===== src/rtl/cordic_result_packer.sv =====
// cordic_result_packer: buffers CORDIC result pairs in a FIFO and sends each one as a 6-byte checksummed frame on a byte stream.
module cordic_result_packer #(
  parameter int OW = 13,
  parameter int DEPTH = 4,
  parameter logic [7:0] SYNC_BYTE = 8'hA5
) (
  input  logic                     i_clk,
  input  logic                     i_reset,
  input  logic                     i_enable,
  input  logic [OW-1:0]            i_xcord,
  input  logic [OW-1:0]            i_ycord,
  input  logic                     i_aux,
  input  logic                     i_clr_ovf,
  output logic [7:0]               o_tx_data,
  output logic                     o_tx_valid,
  input  logic                     i_tx_ready,
  output logic                     o_busy,
  output logic [$clog2(DEPTH):0]   o_fifo_count,
  output logic                     o_overflow,
  output logic [7:0]               o_drop_count
);
  localparam int AW = $clog2(DEPTH);
  typedef enum logic [2:0] {IDLE, SYNC, XH, XL, YH, YL, CSUM} state_t;
  state_t state;
  logic [2*OW-1:0] mem [DEPTH];
  logic [AW-1:0] wr_ptr, rd_ptr;
  logic [15:0] fx, fy, hx, hy;
  logic xfer, pop, push_req, full, push, drop, leave;
  logic [AW:0] count_nxt;
  always_comb begin
    hx = 16'($signed(mem[rd_ptr][2*OW-1:OW]));
    hy = 16'($signed(mem[rd_ptr][OW-1:0]));
    xfer = o_tx_valid & i_tx_ready;
    pop = (o_fifo_count != '0) & ((state == IDLE) | ((state == CSUM) & xfer));
    full = o_fifo_count == (AW+1)'(DEPTH);
    push_req = i_enable & i_aux;
    push = push_req & (~full | pop);
    drop = push_req & full & ~pop;
    leave = (state == CSUM) & xfer & ~pop;
    count_nxt = o_fifo_count + (AW+1)'(push) - (AW+1)'(pop);
  end
  always_ff @(posedge i_clk)
    if (push) mem[wr_ptr] <= {i_xcord, i_ycord};
  always_ff @(posedge i_clk or posedge i_reset)
    if (i_reset) begin
      state <= IDLE;
      wr_ptr <= '0;
      rd_ptr <= '0;
      fx <= '0;
      fy <= '0;
      o_tx_data <= '0;
      o_tx_valid <= 1'b0;
      o_busy <= 1'b0;
      o_fifo_count <= '0;
      o_overflow <= 1'b0;
      o_drop_count <= '0;
    end else begin
      if (push) wr_ptr <= wr_ptr + 1'b1;
      if (pop) rd_ptr <= rd_ptr + 1'b1;
      o_fifo_count <= count_nxt;
      o_busy <= pop | ((state != IDLE) & ~leave) | (count_nxt != '0);
      // a drop in the same cycle as a clear leaves a count of exactly one
      if (drop) begin
        o_overflow <= 1'b1;
        o_drop_count <= i_clr_ovf ? 8'd1 : o_drop_count + {7'd0, o_drop_count != 8'hFF};
      end else if (i_clr_ovf) begin
        o_overflow <= 1'b0;
        o_drop_count <= '0;
      end
      if (pop) begin
        fx <= hx;
        fy <= hy;
        state <= SYNC;
        o_tx_valid <= 1'b1;
        o_tx_data <= SYNC_BYTE;
      end else if (xfer) begin
        case (state)
          SYNC: begin state <= XH; o_tx_data <= fx[15:8]; end
          XH: begin state <= XL; o_tx_data <= fx[7:0]; end
          XL: begin state <= YH; o_tx_data <= fy[15:8]; end
          YH: begin state <= YL; o_tx_data <= fy[7:0]; end
          YL: begin state <= CSUM; o_tx_data <= fx[15:8] ^ fx[7:0] ^ fy[15:8] ^ fy[7:0]; end
          default: begin state <= IDLE; o_tx_valid <= 1'b0; o_tx_data <= '0; end
        endcase
      end
    end
endmodule

===== config.mk =====
export PLATFORM = sky130hd
export DESIGN_NAME = cordic_result_packer
export DESIGN_NICKNAME = d
export VERILOG_FILES = /design/src/rtl/cordic_result_packer.sv
export SDC_FILE = /design/constraint.sdc
export NUM_CORES = 1
export LEC_CHECK = 0
export ABC_AREA = 1
export CORE_AREA = 5 5 142 144
export DETAILED_ROUTE_END_ITERATION = 10
export DIE_AREA = 0 0 147 149
export SLEW_MARGIN = 30
export SYNTH_ARGS = -nofsm -noshare
export SYNTH_HDL_FRONTEND = slang
export SYNTH_SLANG_ARGS = --single-unit

===== constraint.sdc =====
create_clock -name i_clk -period 8.19 [get_ports i_clk]
set_input_delay 0.819 -clock i_clk [delete_from_list [all_inputs] [get_ports i_clk]]
set_output_delay 0.819 -clock i_clk [all_outputs]
set_load 0.05 [all_outputs]

==> run_results.csv <==
group,metric,value,unit
worst_hold_path,holdPathStages,2,
route,drtPass1Iterations,5,
clock_network,cts_tree,"yes",
die,core,18600,um^2
sta,hold_viol_final,0,
power,p_clk_frac,0.257,
clock_network,cts_max_path_buffers,2,
sta,tightest_slew,876,ps
place,hpwl,9930,um
power,vdd_ir_drop_max,0.195,mV
power,switching_share,0.408,
clock_network,htreeDepth,4,
worst_hold_path,hp-class,"register to register",
yosys,seq_area_frac_synth,0.616,
sta,fin_hold_ws,485,ps
worst_hold_path,min_from,"o_overflow",
route,post_drt_wl_per_cell,14.9,um
die,die_area,21900,um^2
route,viasPerCell,4.92,
die,die_w,147,um
die,pin_count,54,
critical_path,r2r-start,"state[2]",
final_layout,nFillCells,1753,
clock_network,cts_resized,0,
final_layout,multi_input_area,2400,um^2
power,power_density,373,nW/um^2
power,combPwrFrac,0.382,
critical_path,reg2regPathDepth,13,
die,die_h,149,um
yosys,async_flop_share,0.346,
final_layout,drive_above_1_share,0.0985,
final_layout,seqCellArea,4500,um^2
power,power_frac_seq,0.361,
yosys,syn_nets,782,
critical_path,reg2reg_slack,5100,ps
global_route,overflow,0,
place,routabilityCongestion,0.789,
global_route,grt_max_degree,56,
critical_path,rr_endpoint,"o_busy",
global_route,antenna_found_initial,0,
yosys,avgSynthCellArea,9.87,um^2
yosys,ys_warn_count,0,
clock_network,clock_latency,430,ps
route,wl,15500,um
global_route,grt_pass1_wl,25700,um
clock_network,cts_root_buf,"clkbuf_16",
yosys,synth_area,7300,um^2
critical_path,cp-startpoint,"i_tx_ready",
sta,max_slew_margin,0.414,
place,io_buffer_count,53,
clock_network,cts_num_sinks,159,
power,p_int,1.92,mW
yosys,synth.distinct_cells,37,
sta,final_max_slew_viol_count,0,
sta,tns,0,ps
sta,post-route-min-period,3320,ps
route,topRoutingLayerUsed,"met4",
yosys,synth.most_common_cell,"nand2_1",
die,rows,50,
clock_network,clk_pin_slew,70,ps
power,switchingPower,1.32,mW
sta,fin_crit_sh,0.406,
route,drt-met1-wl,7560,um
critical_path,crit_type,"input port to register",
sta,max_freq,0.301,GHz
yosys,synth_top_cell_area_share,0.428,
critical_path,crit_fanout,11,
critical_path,critPathLaunchType,"input port",
yosys,ys_ff_latch,159,
yosys,netlist_instances,740,
route,dr_wl_met3,704,um
yosys,synth_edf_count,104,
route,postRouteAntennaNets,0,
global_route,grt_use_total,0.148,
critical_path,required,8500,ps
power,leakage,3.59,nW
sta,finalSetupViolCount,0,
final_layout,nNetsFinal,831,
flow_run,drv_cap,0,
yosys,synth_top_cell_by_area,"edfxtp_1",
route,via_count,5102,
sta,fin_skew,9.50,ps
clock_network,numCtsBuffers,17,
route,drt_iter0_drc,215,
final_layout,area_growth,18.6,%
die,start_util,0.393,
critical_path,cp.arrival,3640,ps
sta,rsz0062_at_grt,"no",
global_route,grt_pass1_vias,4964,
route,route.met2.wl,7040,um
clock_network,cts_setup_buffers,0,
route,post-route-drc-count,0,
final_layout,utilization,0.466,
outcome,status,"completed",
worst_hold_path,min_to,"o_overflow",
clock_network,ctsHoldBuffers,0,
critical_path,end_kind,"register",
yosys,ys_top_cells_by_count,"nand2_1, edfxtp_1, nor2_1",
yosys,ys.flop_type,"edfxtp_1",
yosys,synth_area_leaders,"edfxtp_1, dfrtp_1, nand2_1",
final_layout,insertedDiodeCount,0,
per-layer routing:
| layer | vias to the layer above | GRT usage |
|---|---|---|
| met5 | - | 0 |
| met4 | 0 | 0.0424 |
| met3 | 16 | 0.0365 |
| met2 | 96 | 0.230 |
| met1 | 2410 | 0.207 |
| li1 | 2580 | - |
area by class of cell:
class | instances | share of cell area
Tap cell | 234 | 0.0338
Clock buffer | 17 | 0.0491
Inverter | 68 | 0.0312
Clock inverter | 15 | 0.0230
Sequential cell | 159 | 0.520
Timing Repair Buffer | 59 | 0.0665
Multi-Input combinational cell | 484 | 0.277
power groups by stage:
stage	Clock, mW	Combinational, mW	Sequential, mW
4_1_cts	0.848	1.25	1.17
5_1_grt	0.884	1.40	1.19
2_1_floorplan	0	0.874	1.24
6_report	0.832	1.23	1.17
3_5_place_dp	0	1.25	1.18
3_3_place_gp	0	1.23	1.18
critical path, stage by stage:
cell,delay [ps]
clkdlybuf4s50_1,460
nand2_1,200
inv_1,210
nand3_2,150
nand3_1,160
nand2_1,240
ha_1,370
inv_1,60
ha_1,130
inv_1,50
fa_1,370
xor2_1,170
xor2_1,190
nand3_1,80
cells by family (layout without fill, tap and decap cells):
group           count (synthesis)  count (layout)  share of synthesized area
buf+inv                        97             159                     0.0586
compound gates                115             115                     0.0964
flops                         159             159                      0.616
simple gates                  353             353                      0.204
xor+xnor                        6               6                    0.00719
fa+ha+maj                      10              10                     0.0182
cell usage in the layout, fill, tap and decap left out, types with 6 or more instances in the layout:
cell,netlist,routed
buf_4,2,6
clkbuf_16,0,17
clkdlybuf4s50_1,0,53
dfrtp_1,55,55
edfxtp_1,104,104
ha_1,9,9
inv_1,62,61
nand2_1,200,200
nand3_1,49,49
nand4_1,9,9
nor2_1,83,79
o21ai_0,59,59
o21ai_2,24,24
o22ai_1,26,26
worst max-delay path by stage:
stage | endpoint | slack, ps | depth (start not counted)
2_1_floorplan | mem[0][0] | 5260 | 6
3_3_place_gp | o_busy | 4420 | 15
3_5_place_dp | o_busy | 4360 | 15
4_1_cts | o_busy | 4820 | 15
5_1_grt | o_busy | 4560 | 15
6_report | o_busy | 4870 | 14
flip-flops by register name, indices dropped and copies added, names as in the netlist:
name	count
mem	104
fx	13
state	3
o_drop_count	8
fy	13
o_tx_data	8
rd_ptr	2
o_busy	1
o_fifo_count	3
o_tx_valid	1
o_overflow	1
wr_ptr	2
stage by stage:
| step | instances | setup WS, ps | cell area, um^2 | power, mW |
|---|---|---|---|---|
| detailed placement | 1004 | 4360 | 8040 | 2.43 |
| finish | 1036 | 4870 | 8660 | 3.23 |
| floorplan | 740 | 5260 | 7300 | 2.11 |
| CTS | 1036 | 4820 | 8660 | 3.27 |
| global route | 1036 | 4560 | 8660 | 3.48 |
| global placement | 1004 | 4420 | 8040 | 2.41 |
Power figures use the tool's default switching activity.
